<file path="config.mk">
export PLATFORM = sky130hd
export DESIGN_NAME = abacus_sample_controller
export DESIGN_NICKNAME = d
export VERILOG_FILES = /design/src/rtl/abacus_sample_controller.sv
export SDC_FILE = /design/constraint.sdc
export NUM_CORES = 1
export LEC_CHECK = 0
export ABC_CLOCK_PERIOD_IN_PS = 3400
export CAP_MARGIN = 25
export CORE_UTILIZATION = 39
export CTS_CLUSTER_DIAMETER = 150
export DETAILED_ROUTE_END_ITERATION = 10
export PLACE_DENSITY = 0.78
export SLEW_MARGIN = 10
export SYNTH_ARGS = -nofsm -noshare
export SYNTH_HDL_FRONTEND = slang
export SYNTH_SLANG_ARGS = --single-unit
</file>
<file path="constraint.sdc">
create_clock -name clk -period 3.4 [get_ports clk]
set_input_delay 0.68 -clock clk [delete_from_list [all_inputs] [get_ports clk]]
set_output_delay 0.68 -clock clk [all_outputs]
set_load 0.1 [all_outputs]
</file>
<file path="src/rtl/abacus_sample_controller.sv">
`default_nettype none
// ============================================================================
// Module      : abacus_sample_controller
// Description : Sequencer that runs the ABACUS profiling units in timed
//               measurement windows. It gates the profiler enables, clears the
//               profiler counters at window start, lets in-flight counter
//               updates drain at window end, strobes a snapshot capture into
//               the shadow registers and raises a sticky per-window interrupt.
//
// Parameters  : WINDOW_W     - width of window length / elapsed-cycle counter
//               DRAIN_CYCLES - cycles spent in SNAP before capture (>= 1)
//               DONE_CNT_W   - width of the saturating completed-window count
//
// Build option: ABACUS_TRIGGER_EN - when defined, a start or auto restart
//               waits in ARMED until an issued instruction equals
//               cfg_trigger_instr. When undefined, cfg_trigger_instr,
//               instruction_issued and issued_instruction are unused and
//               start/restart go straight to RUN.
//
// Ports       : clk, rst (synchronous, active-high)
//               cmd_start / cmd_stop / cmd_clear  - one-cycle command pulses
//               cfg_window_len   - window length in cycles, 0 = unbounded
//               cfg_auto_restart - start the next window after each capture
//               instruction_issued, issued_instruction, cfg_trigger_instr
//                                - trigger inputs
//               irq_ack          - clears irq
//               prof_enable      - enable to all profiler units
//               counter_clear    - one-cycle clear pulse to profiler counters
//               snapshot_capture - one-cycle shadow-register capture strobe
//               irq              - sticky window-complete interrupt
//               state            - IDLE=0 ARMED=1 RUN=2 SNAP=3 DONE=4
//               window_count     - elapsed cycles in the current window
//               windows_done     - number of completed windows (saturating)
//
// Revision    : 1.0 - initial release
// ============================================================================
module abacus_sample_controller #(
    parameter int WINDOW_W     = 32,
    parameter int DRAIN_CYCLES = 2,
    parameter int DONE_CNT_W   = 16
) (
    input  logic                  clk,
    input  logic                  rst,
    input  logic                  cmd_start,
    input  logic                  cmd_stop,
    input  logic                  cmd_clear,
    input  logic [WINDOW_W-1:0]   cfg_window_len,
    input  logic                  cfg_auto_restart,
    input  logic                  instruction_issued,
    input  logic [31:0]           issued_instruction,
    input  logic [31:0]           cfg_trigger_instr,
    input  logic                  irq_ack,
    output logic                  prof_enable,
    output logic                  counter_clear,
    output logic                  snapshot_capture,
    output logic                  irq,
    output logic [2:0]            state,
    output logic [WINDOW_W-1:0]   window_count,
    output logic [DONE_CNT_W-1:0] windows_done
);

    localparam logic [2:0] c_ST_IDLE  = 3'd0;
    localparam logic [2:0] c_ST_ARMED = 3'd1;
    localparam logic [2:0] c_ST_RUN   = 3'd2;
    localparam logic [2:0] c_ST_SNAP  = 3'd3;
    localparam logic [2:0] c_ST_DONE  = 3'd4;

    // Drain counter needs at least one bit even when DRAIN_CYCLES is 1.
    localparam int c_DRAIN_W = (DRAIN_CYCLES > 1) ? $clog2(DRAIN_CYCLES) : 1;
    localparam logic [c_DRAIN_W-1:0] c_DRAIN_LAST = c_DRAIN_W'(DRAIN_CYCLES - 1);
    localparam logic [c_DRAIN_W-1:0] c_DRAIN_ONE  = c_DRAIN_W'(1);
    // With a single drain cycle the capture strobe must already be raised
    // on the RUN -> SNAP transition.
    localparam logic c_CAPTURE_ON_ENTRY = (DRAIN_CYCLES == 1);

`ifdef ABACUS_TRIGGER_EN
    localparam logic [2:0] c_START_STATE = c_ST_ARMED;
    localparam logic       c_START_EN    = 1'b0;
    logic w_trigger;
    assign w_trigger = instruction_issued && (issued_instruction == cfg_trigger_instr);
`else
    localparam logic [2:0] c_START_STATE = c_ST_RUN;
    localparam logic       c_START_EN    = 1'b1;
    logic w_trigger;
    assign w_trigger = 1'b0;
    // Trigger inputs have no function in this build.
    logic w_unused_trigger;
    assign w_unused_trigger = ^{instruction_issued, issued_instruction, cfg_trigger_instr};
`endif

    logic [2:0]            r_state;
    logic                  r_prof_enable;
    logic                  r_counter_clear;
    logic                  r_snapshot_capture;
    logic                  r_irq;
    logic [WINDOW_W-1:0]   r_window_count;
    logic [DONE_CNT_W-1:0] r_windows_done;
    logic                  r_stop_pending;
    logic [c_DRAIN_W-1:0]  r_drain;

    logic                  w_len_hit;
    logic                  w_capture;
    logic                  w_restart;
    logic [WINDOW_W-1:0]   w_len_m1;
    logic [DONE_CNT_W-1:0] w_done_next;

    // Equality against len-1 (rather than >=) means a length shrunk below
    // the running count only ends the window after the counter wraps.
    assign w_len_m1   = cfg_window_len - WINDOW_W'(1);
    assign w_len_hit  = (cfg_window_len != '0) && (r_window_count == w_len_m1);
    assign w_capture  = (r_state == c_ST_SNAP) && (r_drain == c_DRAIN_LAST);
    // A stop arriving in the final SNAP cycle also suppresses the restart.
    assign w_restart  = cfg_auto_restart && !r_stop_pending && !cmd_stop;
    assign w_done_next = (&r_windows_done) ? r_windows_done
                                           : r_windows_done + DONE_CNT_W'(1);

    always_ff @(posedge clk) begin
        if (rst) begin
            r_state            <= c_ST_IDLE;
            r_prof_enable      <= 1'b0;
            r_counter_clear    <= 1'b0;
            r_snapshot_capture <= 1'b0;
            r_irq              <= 1'b0;
            r_window_count     <= '0;
            r_windows_done     <= '0;
            r_stop_pending     <= 1'b0;
            r_drain            <= '0;
        end else begin
            r_counter_clear    <= 1'b0;
            r_snapshot_capture <= 1'b0;

            // Capture sets irq and takes priority over a coincident ack.
            if (w_capture) begin
                r_irq <= 1'b1;
            end else if (irq_ack) begin
                r_irq <= 1'b0;
            end

            case (r_state)
                c_ST_IDLE, c_ST_DONE: begin
                    r_prof_enable <= 1'b0;
                    if (cmd_clear) begin
                        r_windows_done <= '0;
                    end
                    if (cmd_start) begin
                        r_counter_clear <= 1'b1;
                        r_window_count  <= '0;
                        r_stop_pending  <= 1'b0;
                        r_state         <= c_START_STATE;
                        r_prof_enable   <= c_START_EN;
                    end else if (cmd_clear) begin
                        r_counter_clear <= 1'b1;
                    end
                end

                c_ST_ARMED: begin
                    r_prof_enable <= 1'b0;
                    if (cmd_stop) begin
                        r_state <= c_ST_IDLE;
                    end else if (w_trigger) begin
                        r_state       <= c_ST_RUN;
                        r_prof_enable <= 1'b1;
                    end
                end

                c_ST_RUN: begin
                    r_prof_enable <= 1'b1;
                    if (cmd_clear) begin
                        r_counter_clear <= 1'b1;
                        r_window_count  <= '0;
                    end else begin
                        r_window_count <= r_window_count + WINDOW_W'(1);
                    end
                    if (cmd_stop) begin
                        r_stop_pending <= 1'b1;
                    end
                    if (cmd_stop || w_len_hit) begin
                        r_state            <= c_ST_SNAP;
                        r_prof_enable      <= 1'b0;
                        r_drain            <= '0;
                        r_snapshot_capture <= c_CAPTURE_ON_ENTRY;
                    end
                end

                c_ST_SNAP: begin
                    r_prof_enable <= 1'b0;
                    if (cmd_stop) begin
                        r_stop_pending <= 1'b1;
                    end
                    if (w_capture) begin
                        r_windows_done <= w_done_next;
                        r_drain        <= '0;
                        if (w_restart) begin
                            r_counter_clear <= 1'b1;
                            r_window_count  <= '0;
                            r_stop_pending  <= 1'b0;
                            r_state         <= c_START_STATE;
                            r_prof_enable   <= c_START_EN;
                        end else begin
                            r_state <= c_ST_DONE;
                        end
                    end else begin
                        r_drain <= r_drain + c_DRAIN_ONE;
                        // Raise the strobe so it is visible in the last SNAP cycle.
                        r_snapshot_capture <= ((r_drain + c_DRAIN_ONE) == c_DRAIN_LAST);
                    end
                end

                default: begin
                    r_state       <= c_ST_IDLE;
                    r_prof_enable <= 1'b0;
                end
            endcase
        end
    end

    assign prof_enable      = r_prof_enable;
    assign counter_clear    = r_counter_clear;
    assign snapshot_capture = r_snapshot_capture;
    assign irq              = r_irq;
    assign state            = r_state;
    assign window_count     = r_window_count;
    assign windows_done     = r_windows_done;

endmodule
`default_nettype wire
</file>
== Yosys cells after proc, flatten, opt, wreduce, memory -nomap -nowiden ==
Index checks and enable logic that the tools add are counted.

* Register bits: 57
* Input port bits: 104
* Logic and storage cells: 80

* Add/sub/neg operators: 4
* Equal/unequal tests: 12
* Muxes and demuxes: 33
* Bitwise operators: 1
* Reduce and logical (&&, ||, !) cells: 21

{| class="wikitable"
|+ Operator list
! kind !! count
|-
| $mux W32 || 4
|-
| $pmux W32 S3 || 1
|-
| $mux W16 || 3
|-
| $add A32 B1 Y32 const B || 1
|-
| $eq A32 B32 Y1 || 1
|-
| $pmux W16 S2 || 1
|-
| $reduce_bool A32 Y1 || 1
|-
| $sub A32 B1 Y32 const B || 1
|-
| $add A16 B1 Y16 const B || 1
|-
| $reduce_and A16 Y1 || 1
|-
| $mux W3 || 5
|-
| $mux W1 || 14
|-
| $ne A2 B2 Y1 const B || 7
|-
| $pmux W3 S4 || 1
|-
| $reduce_and A4 Y1 || 3
|-
| $pmux W1 S3 || 3
|-
| $eq A3 B2 Y1 const B || 2
|-
| $reduce_bool A2 Y1 || 3
|-
| $logic_and A1 B1 Y1 || 4
|-
| $reduce_and A2 Y1 || 2
|-
| $reduce_or A2 Y1 || 2
|-
| $eq A3 B1 Y1 const B || 1
|-
| $eq A3 B3 Y1 const B || 1
|-
| $logic_not A3 Y1 || 1
|-
| other kinds (6) || 7
|}

== Longest topological paths before layout ==
Gate-level depths: netlist (run 1).

* Depth after elaboration: 6
* Depth in mapped cells: 11
* Depth with buffers taken out: 10

== Least setup slack after synthesis (run 1) ==
OpenSTA, ideal clock, no wires.

* Path type: in2reg
* From: in cfg_window_len[0]
* To: reg r_drain
* Arrival time: 3.255 ns
* Slack: 0.018 ns
* Stages on the path: 11
* Cells stage by stage: inv_1 -> ha_1 -> or3b_1 -> clkbuf_1 -> or2_4 -> nor3_2 -> xnor2_1 -> or4_1 -> or4_1 -> nor4_2 -> o21ai_1

* Longest elaborated chain between the ends: 6
* Elaborated cells between the ends (all ways): 7

{| class="wikitable"
|+ RTL lines
! element !! line !! RTL
|-
| start: declaration || 47 || <nowiki>input logic [WINDOW_W-1:0] cfg_window_len,</nowiki>
|-
| $sub A32 B1 Y32 || 109 || <nowiki>assign w_len_m1 = cfg_window_len - WINDOW_W'(1);</nowiki>
|-
| $eq A32 B32 Y1 || 110 || <nowiki>assign w_len_hit = (cfg_window_len != '0) && (r_window_count == w_len_m1);</nowiki>
|-
| $logic_and A1 B1 Y1 * || 110 ||
|-
| $logic_or A1 B1 Y1 * || 177 || <nowiki>if (cmd_stop || w_len_hit) begin</nowiki>
|-
| $ne A2 B2 Y1 (no line) * || - ||
|-
| $reduce_and A2 Y1 (no line) * || - ||
|-
| end signal: assignment || 203 || <nowiki>r_drain <= r_drain + c_DRAIN_ONE;</nowiki>
|-
| end: declaration || 99 || <nowiki>logic [c_DRAIN_W-1:0] r_drain;</nowiki>
|}

Mark *: on every way between the ends. The rest lies on a longest branch, timed or not.
A chain may end at the register's enable or synchronous reset.

== Final worst setup path (run 1) ==
* From: in cfg_window_len[1]
* To: reg r_prof_enable, in the netlist prof_enable

* Longest elaborated chain between the ends: 6
* Elaborated cells between the ends (all ways): 7

{| class="wikitable"
|+ RTL lines
! element !! line !! RTL
|-
| $sub A32 B1 Y32 || 109 ||
|-
| $eq A32 B32 Y1 || 110 ||
|-
| $logic_and A1 B1 Y1 * || 110 ||
|-
| $logic_or A1 B1 Y1 * || 177 ||
|-
| $mux W1 * || 177 ||
|-
| $pmux W1 S3 * || 139 || <nowiki>case (r_state)</nowiki>
|-
| end signal: assignment || 150 || <nowiki>r_prof_enable <= c_START_EN;</nowiki>
|-
| end signal: assignment || 198 || <nowiki>r_prof_enable <= c_START_EN;</nowiki>
|-
| end: declaration || 92 || <nowiki>logic r_prof_enable;</nowiki>
|}

Marks and branches as above.

==> run summary, run 1 <==
Status -> complete, but fails checks
Failing checks -> DRC
Non-Filler Instances -> 715
Largest family of logic cells by synthesized area -> simple AND/OR/NAND/NOR gates
Post-Route WL -> 10900 um
Avg Inst Size Synth -> 7.92 um^2
CTS max path bufs -> 2
First-pass GRT wire length -> 18000 um
R2R Setup Slk -> 0.53 ns
Skew-Pair Late Insertion Delay -> 0.33 ns
Nets -> 709
Num CTS Buffers -> 9
Arr. time, crit path -> 3.53 ns
Post-Synth XOR/XNOR Area -> 21.3%
Post-synth top flop -> dfxtp_1
Synth Area in Simple Gates -> 33.2%
Clock skew -> 0.0101 ns
Critical path's slowest cell -> or4_4
Initial Util -> 40.9%
Leak -> 2.09 nW
Compound-Gate Fraction of Synth Area -> 8.82%
Critical Path Fanout Max -> 4
PD cells -> 344 nW/um^2
Ant diodes -> 0
Core area -> 8850 um^2
Synth Cell Area -> 3620 um^2
Layout area overhead -> 46.0%
H-tree depth -> 3
CP endpoint kind -> register
DR WL/cell -> 15.3 um
MaxCap Viol Count -> 0
Hold WS -> 0.483 ns
Mux share of post-synthesis cell area -> 1.42%
Hold WC Path Type -> reg -> reg
Period utilization -> 97.3%
IO Pins -> 159
#FFs+latches synth -> 57
Via count -> 3935
DRT Pass-1 Iters -> 9
Hold path depth -> 2
Finished Cell Area -> 5280 um^2
Slew @ Worst Pin -> 0.971 ns
Peak ir drop on the vdd network -> 0.000315 V
R2R depth -> 9
Asr flop ratio synth -> 0%
F_max -> 0.302 GHz
Clk slew on worst S/H paths -> 0.07 ns
Routed vias/inst -> 5.50
DIE WIDTH -> 98.3 um
HPWL after detailed placement -> 8150 um
Final setup violation count -> 0
Vias in the first global route -> 3928
Commonest non-fill, non-tap cell in the layout -> buf_4
CTS tree -> done
Die Span Y -> 98.3 um
Drt drc -> 1
Slew headroom -> 35.0%
CTS root buffer -> clkbuf_8
Initial DRC count -> 235
Largest net degree at the start of global routing -> 33
Worst Path Required -> 3.62 ns
Placed insts -> 694
Layout cell share with drive strength beyond 1 -> 25.2%
Cells along the critical path -> buf_2 > inv_2 > ha_4 > or3b_4 > buf_6 > or4_4 > or4_4 > o21ai_2 > o2111ai_2 > nor4_4 > buf_4 > o2bb2ai_4
EDFF count, synth -> 0
Antenna violations before repair -> 0
Sequential area share after synthesis -> 31.5%
Synth Area in Adders -> 1.04%
Final GP Congestion -> 0.865
CTS hold repair buffers -> 0
Die ar. -> 9670 um^2
Syn nets -> 564
Yosys warns -> 0
Max incr delay on CP -> 0.55 ns
Mapped Cells -> 457
Fin. Hold Viols -> 0
CP dominant cell by count -> or4_4
GR Util All Layers -> 22.9%
Clock sinks -> 57
ANT nets after route -> 0
# rows -> 34
IO buf count -> 93
GR Overflow Total -> 0
Worst setup SP type -> primary input
Max Slew Vio Count -> 0
Post-route minimum period -> 3.31 ns
Dpl ws -> -0.805 ns
Most frequent cells in the layout -> buf_4, nor2_1, dfxtp_1
Placed Area -> 4860 um^2
Library cells used by synthesis -> 53
Worst setup margin -> 0.0913 ns
Critical setup path kind -> in -> reg
==> critical path: cells and delay by family <==
family,cells,cell delay [ns]
fa+ha+maj,1,0.12
buf+inv,4,0.51
simple gates,4,1.83
compound gates,3,0.39
==> per-stage QoR <==
step	total power, mW	setup TNS [ns]	utilization [%]
2_1_floorplan	0.901	0	-
3_3_place_gp	1.03	-2.12	54.9
3_5_place_dp	1.04	-2.37	54.9
4_1_cts	1.82	0	58.9
5_1_grt	1.89	-0.0779	59.7
6_report	1.82	0	59.7
==> logic make-up after synthesis <==
group	after synthesis
and+or+nand+nor	229
xor gates and xnor gates	88
DFF	57
AOI/OAI and AO/OA	51
buffers and inverters	24
muxes	5
adders and majority gates	3
==> registers in the layout (all words and copies together) (netlist names) <==
register	count
state	3
snapshot_capture	1
windows_done	16
window_count	32
r_drain	1
prof_enable	1
counter_clear	1
irq	1
r_stop_pending	1
==> where the power goes <==
part | switching [mW] | total [mW] | internal [mW] | leakage (nW)
registers | 0.0182 | 0.697 | 0.679 | 0.460
clock network | 0.271 | 0.774 | 0.503 | 0.126
logic | 0.205 | 0.345 | 0.139 | 1.50
total | 0.495 | 1.82 | 1.32 | 2.09
==> metal layers <==
| layer | GRT usage, % | part of all wire, % | up-vias |
|---|---|---|---|
| met3 | 4.15 | 5.4 | 30 |
| met1 | 27.8 | 43 | 1861 |
| met5 | 0 | 0 | - |
| li1 | - | - | 1905 |
| met2 | 39.9 | 49 | 139 |
| met4 | 9.41 | 2.4 | 0 |
==> path summary, 6_finish.rpt <==
kind	from	end
setup / recovery	cfg_window_len[1]	prof_enable
hold / removal	irq	irq
hold reg to reg	irq	irq
setup reg to reg	window_count[5]	prof_enable
==> cell type report <==
class | count | area (um^2)
clock buffer | 10 | 138
clock inverter | 6 | 105
fill | 769 | 3570
inverter | 13 | 48.8
multi-input combinational | 376 | 2510
sequential | 57 | 1140
tap | 108 | 135
timing repair buffer | 145 | 1210
==> repair_timing <==
action,4_1_cts,5_1_grt
pin swaps,13,11
setup endpoints to repair,3,3
cloned,0,0
gates resized for setup,31,22
buffers inserted,4,2
==> Yosys cell counts, types with 13 or more instances <==
cell / number / area share, %
nand4_1: 19 / 3.3
xnor2_1: 47 / 11
xor2_1: 41 / 9.9
a21oi_1: 17 / 2.4
nor2_1: 65 / 6.7
inv_1: 13 / 1.3
nor3_1: 16 / 2.2
dfxtp_1: 57 / 32
nand3_1: 17 / 2.4
nand2_1: 41 / 4.3
Note: power is estimated with default switching activity, not from simulation.
==> run 2: changes to the inputs <==
Settings changed: REMOVE_ABC_BUFFERS set to 1.
==> run 2 against run 1 <==
The flow still finishes with violations (DRC). Die area unchanged. Via count down 2.2%. Non-clock buffer count up 4. Critical path depth unchanged. Sequential share of layout area up 0.056 points. Design area down 0.26%. Routed wire length down 1.9%. Sequential power about the same. Combinational power about the same.
==> run summary, run 2 (same netlist as run 1, synthesis figures left out) <==
CP endpoint kind -> register
Core area -> 8850 um^2 (unchanged)
IO Pins -> 159 (unchanged)
H-tree depth -> 3 (unchanged)
GR Overflow Total -> 0 (unchanged)
Critical path's slowest cell -> or4_4
# rows -> 34 (unchanged)
Post-Route WL -> 10700 um (-1.9%)
Max reg flops -> 32 (unchanged)
Layout cell share with drive strength beyond 1 -> 26.1% (+0.90 points)
Via count -> 3850 (-2.2%)
Cells along the critical path -> buf_8 > inv_4 > ha_4 > or3b_4 > buf_6 > o41ai_2 > nand4_1 > or4_4 > or4_4 > nor4_4 > buf_4 > o2bb2ai_4
Die ar. -> 9670 um^2 (unchanged)
IO buf count -> 93 (unchanged)
Num CTS Buffers -> 9 (unchanged)
Critical Path Fanout Max -> 6 (+2)
Skew-Pair Late Insertion Delay -> 0.33 ns (about the same)
Die Span Y -> 98.3 um (unchanged)
Failing checks -> DRC
Clock skew -> 0.0111 ns (+0.00105 ns)
Final GP Congestion -> 0.830 (-4.0%)
First-pass GRT wire length -> 17700 um (-1.9%)
Worst Path Required -> 3.62 ns (about the same)
Largest net degree at the start of global routing -> 33 (unchanged)
HPWL after detailed placement -> 7910 um (-3.0%)
Max incr delay on CP -> 0.54 ns (about the same)
CTS max path bufs -> 2 (unchanged)
Ant diodes -> 0 (unchanged)
Most frequent cells in the layout -> buf_4, nor2_1, dfxtp_1
Initial DRC count -> 219 (-6.8%)
Max Slew Vio Count -> 0 (unchanged)
MaxCap Viol Count -> 0 (unchanged)
Critical setup path kind -> in -> reg
Drt drc -> 6 (+5)
GR Util All Layers -> 22.5% (-0.36 points)
Worst path buffer plus inverter count -> 4 (unchanged)
Routed vias/inst -> 5.37 (-2.4%)
Antenna violations before repair -> 0 (unchanged)
Seq pwr share -> 43.8% (+5.4 points)
Sw Share -> 29.9% (+2.7 points)
Worst setup SP type -> primary input
Slew @ Worst Pin -> 0.966 ns (-0.00570 ns)
Commonest non-fill, non-tap cell in the layout -> buf_4
DR WL/cell -> 15.0 um (-2.2%)
Clock power share -> 34.3% (-8.3 points)
Fin. Hold Viols -> 0 (unchanged)
Fillcell total -> 781 (+1.6%)
Arr. time, crit path -> 3.60 ns (+0.07 ns)
CTS tree -> done
Leak -> 2.04 nW (-2.4%)
Internal cell power -> 1.11 mW (-16%)
CP dominant cell by count -> or4_4
Clk slew on worst S/H paths -> 0.06 ns (about the same)
Tot Pwr -> 1.59 mW (-12%)
Final setup violation count -> 0 (unchanged)
Status -> complete, but fails checks
PD cells -> 302 nW/um^2 (-12%)
DIE WIDTH -> 98.3 um (unchanged)
Vias in the first global route -> 3812 (-3.0%)
DRT Pass-1 Iters -> 8 (-1)
F_max -> 0.295 GHz (-2.3%)
CTS root buffer -> clkbuf_8
Switching power -> 476 uW (-3.7%)
Layout area overhead -> 45.6%
RSZ-0062 raised after global routing -> yes
Hold WC Path Type -> reg -> reg
Logic pwr share -> 21.9% (+2.9 points)
Peak ir drop on the vdd network -> 0.000249 V (-21%)
CTS hold repair buffers -> 0 (unchanged)
Slew headroom -> 35.4% (+0.38 points)
CP top delay family -> simple AND/OR/NAND/NOR gates
Post-route minimum period -> 3.39 ns (+0.0786 ns)
ANT nets after route -> 0 (unchanged)
Initial Util -> 40.9% (unchanged)
Nets -> 713 (+0.56%)
Post-route setup TNS -> 0 ns (unchanged)
Period utilization -> 99.6% (+2.3 points)
Clock sinks -> 57 (unchanged)
==> run 2: changes by cell type in the layout (fill, tap and decap cells not counted), sizes merged <==
cell / delta
clkinvlp: +1
clkdlybuf4s50: +5
clkdlybuf4s15: -1
buf: +4
dlymetal6s2s: -4
bufinv: -3
clkinv: -1
clkbuf: +3
dlygate4sd2: -2
==> run 2: final cells by class <==
class / instances / area [um^2] / share of cell area, %
Clock buffer: 11 / 151 / 2.87
Clock inverter: 3 / 17.5 / 0.332
Inverter: 13 / 53.8 / 1.02
Multi-Input combinational cell: 376 / 2530 / 48.0
Sequential cell: 57 / 1140 / 21.7
Tap cell: 108 / 135 / 2.56
Timing Repair Buffer: 149 / 1240 / 23.5
==> run 2: worst paths after layout <==
path                     start           to  slack (ns)  cells past startpoint
min                        irq          irq        0.48                      2
max          cfg_window_len[0]  prof_enable        0.01                     12
min reg2reg                irq          irq        0.48                      2
max reg2reg    window_count[5]  prof_enable        0.37                      9
==> run 2: repair_timing <==
item / 4_1_cts / 5_1_grt
pin swaps: 16 / 18
setup buffers: 6 / 3
gates resized for setup: 30 / 30
setup endpoints to repair: 3 / 3
==> run 2: power by group through the flow <==
stage          Sequential (mW)  Combinational (mW)  Clock [mW]
2_1_floorplan            0.774               0.118           0
3_3_place_gp             0.711               0.324           0
3_5_place_dp             0.711               0.328           0
4_1_cts                  0.697               0.339       0.562
5_1_grt                  0.699               0.374       0.592
6_report                 0.697               0.348       0.545
==> run 2: tightest hold or removal path, stage by stage, from the launching register on <==
cell and delay [ns]:
dfxtp_1 0.31, nand2b_1 0.07, a21oi_1 0.06
==> run 2: layer usage <==
layer	part of all wire, %	wire [um]	track usage (%)
met5	0	0	0
met4	2.0	212	9.76
met3	5.7	616	3.87
met2	50	5410	39.3
met1	42	4490	27.3
==> run 2: stage by stage <==
stage                     setup slack (ns)  hold slack, ns  area [um^2]  std cells  utilization (%)
after floorplan                     0.0599           0.489         3570        446                -
after global placement              -0.666           0.462         4860        694             54.9
after detailed placement            -0.703           0.464         4860        694             54.9
after CTS                          0.00644           0.480         5180        714             58.5
after global routing               -0.0833           0.493         5270        717             59.5
final                               0.0127           0.480         5270        717             59.5
==> run 3: changes to the inputs <==
Settings changed: ABC_CLOCK_PERIOD_IN_PS 3400 to 3900, CORE_UTILIZATION 39 to 46, PLACE_DENSITY 0.78 to 0.87.
Clock period 3.4 ns to 3.9 ns, I/O delays scaled along.
==> run 3 against run 2 <==
The flow now finishes without violations. Clock skew shrank 0.0029 ns. Die area down 15%. Register-to-register slack improved by 0.53 ns. Non-clock buffer count fell by 27. Via count fell by 0.57%. Clock power decreased by 12%. Critical path depth unchanged. Utilization is 8.4 points higher. Sequential cell count stayed put. Combinational power fell by 19%. Routed wire length decreased by 5.7%.
==> run summary, run 3 (same netlist as run 1, synthesis figures left out) <==
CP endpoint kind -> register
Hold path depth -> 2 (unchanged)
DRT Pass-1 Iters -> 5 (-3)
F_max -> 0.260 GHz
Largest net degree at the start of global routing -> 33 (unchanged)
Dpl ws -> -0.321 ns (+0.382 ns)
Die ar. -> 8220 um^2 (-15%)
Hold WC Path Type -> reg -> reg
IO Pins -> 159 (unchanged)
Drt drc -> 0 (-6)
Met3 usage -> 4.21% (+0.34 points)
Status -> finished clean
Initial Util -> 48.8% (+7.9 points)
Routed vias/inst -> 5.60 (+4.4%)
Critical Path Fanout Max -> 6 (unchanged)
MaxCap Viol Count -> 0 (unchanged)
Vias in the first global route -> 3551 (-6.8%)
# rows -> 31 (-8.8%)
Slew @ Worst Pin -> 1.01 ns (+0.0458 ns)
Most frequent cells in the layout -> clkdlybuf4s50_1, nor2_1, dfxtp_1
Leak -> 1.72 nW (-16%)
CTS tree -> done
HPWL after detailed placement -> 7590 um (-4.0%)
Hold_sp -> irq
Cells along the critical path -> clkdlybuf4s50_1 > inv_1 > ha_1 > or3b_4 > or2_4 > xnor2_1 > nand4_1 > or4_1 > or4_1 > nor4_4 > buf_4 > o2bb2ai_1
R2R Setup Slk -> 0.90 ns (+0.53 ns)
Peak ir drop on the vdd network -> 0.000273 V (+9.5%)
Nets -> 686 (-3.8%)
IO buf count -> 93 (unchanged)
Num CTS Buffers -> 9 (unchanged)
Fillcell total -> 568 (-27%)
CTS root buffer -> clkbuf_8
ANT nets after route -> 0 (unchanged)
GR Util met2 -> 41.4% (+2.1 points)
H-tree depth -> 3 (unchanged)
Clock skew -> 0.00819 ns (-0.00293 ns)
RSZ-0062 raised after global routing -> no
Tot Pwr -> 1.37 mW (-14%)
DIE WIDTH -> 90.7 um (-7.8%)
Period utilization -> 98.6%
Slew headroom -> 32.4% (-3.1 points)
GR Util All Layers -> 24.3% (+1.8 points)
Final setup violation count -> 0 (unchanged)
PD cells -> 272 nW/um^2 (-9.9%)
Commonest non-fill, non-tap cell in the layout -> clkdlybuf4s50_1
CP startpoint -> cfg_window_len[0]
Met1 Use GR -> 29.8% (+2.5 points)
First-pass GRT wire length -> 16300 um (-8.0%)
Worst setup SP type -> primary input
Via count -> 3828 (-0.57%)
Worst setup margin -> 0.0544 ns (+0.0417 ns)
Busiest grt layer -> met2
Clock sinks -> 57 (unchanged)
Core area -> 7410 um^2 (-16%)
Critical path's slowest cell -> or4_1
Die Span Y -> 90.7 um (-7.8%)
RR Endpoint -> prof_enable
CTS max path bufs -> 2 (unchanged)
Post-Route WL -> 10100 um (-5.7%)
Initial DRC count -> 362 (+65%)
R2R Path Start -> window_count[5]
DR WL/cell -> 14.8 um (-0.99%)
Post-layout util -> 67.9% (+8.4 points)
R2R depth -> 9 (unchanged)
Layout area overhead -> 39.1%
Max reg flops -> 32 (unchanged)
Layout cell share with drive strength beyond 1 -> 9.76% (-16 points)
Antenna violations before repair -> 0 (unchanged)
Hold Path End -> irq
Arr. time, crit path -> 4.05 ns (+0.45 ns)
Clk slew on worst S/H paths -> 0.06 ns (about the same)
Fin. Hold Viols -> 0 (unchanged)
GR Overflow Total -> 0 (unchanged)
Max incr delay on CP -> 0.59 ns (+0.05 ns)
Post-route minimum period -> 3.85 ns
Critical setup path kind -> in -> reg
Max Slew Vio Count -> 0 (unchanged)
Skew-Pair Late Insertion Delay -> 0.33 ns (about the same)
Ant diodes -> 0 (unchanged)
CP dominant cell by count -> or4_1
Worst Path Required -> 4.11 ns (+0.49 ns)
Final GP Congestion -> 0.945 (+14%)
Post-CTS setup buffer count -> 0 (-6)
[run 3: how the worst max path moves through the flow]
| stage | end | slack (ns) | cells past startpoint |
|---|---|---|---|
| CTS | prof_enable | 0.02 | 12 |
| global placement | prof_enable | -0.28 | 12 |
| finish | prof_enable | 0.05 | 12 |
| floorplan | r_drain | 0.46 | 10 |
| detailed placement | prof_enable | -0.32 | 12 |
| global route | prof_enable | 0.02 | 12 |
[run 3: power breakdown]
part / leakage (nW) / internal, mW / total [mW] / switching (mW)
combinational: 1.16 / 0.113 / 0.282 / 0.169
sequential: 0.460 / 0.592 / 0.608 / 0.0157
clock: 0.0932 / 0.262 / 0.480 / 0.218
[run 3: area by class of cell]
class | count | area [um^2] | area share (%)
multi-input combinational | 376 | 2400 | 47.6
timing repair buffer | 122 | 1150 | 22.8
sequential | 57 | 1140 | 22.7
clock buffer | 13 | 159 | 3.16
tap | 99 | 124 | 2.46
inverter | 13 | 48.8 | 0.970
clock inverter | 3 | 15.0 | 0.298
[run 3: per-stage QoR]
step / instance area, um^2 / setup TNS [ns] / hold WS, ns / std cells
after CTS: 5010 / 0 / 0.488 / 683
after global placement: 4840 / -0.768 / 0.463 / 667
after global routing: 5030 / 0 / 0.507 / 683
after detailed placement: 4840 / -0.914 / 0.474 / 667
after floorplan: 3570 / 0 / 0.489 / 446
final: 5030 / 0 / 0.483 / 683
[run 3: per-layer routing]
metal | vias to the layer above | share of wire [%]
met5 | - | 0
li1 | 1865 | -
met2 | 168 | 49
met3 | 21 | 6.8
met1 | 1774 | 42
met4 | 0 | 2.0
[run 3: critical path: cells and delay by family]
family | cells | cell delay [ns]
and+or+nand+nor | 6 | 2.16
xor gates and xnor gates | 1 | 0.17
buffers and inverters | 3 | 0.69
adders and majority gates | 1 | 0.17
AOI/OAI and AO/OA | 1 | 0.07
[run 3: timing repair]
action | CTS | global route
gates resized for setup | 0 | 3
hold buffers | 0 | 0
endpoints found under the setup margin | 0 | 3
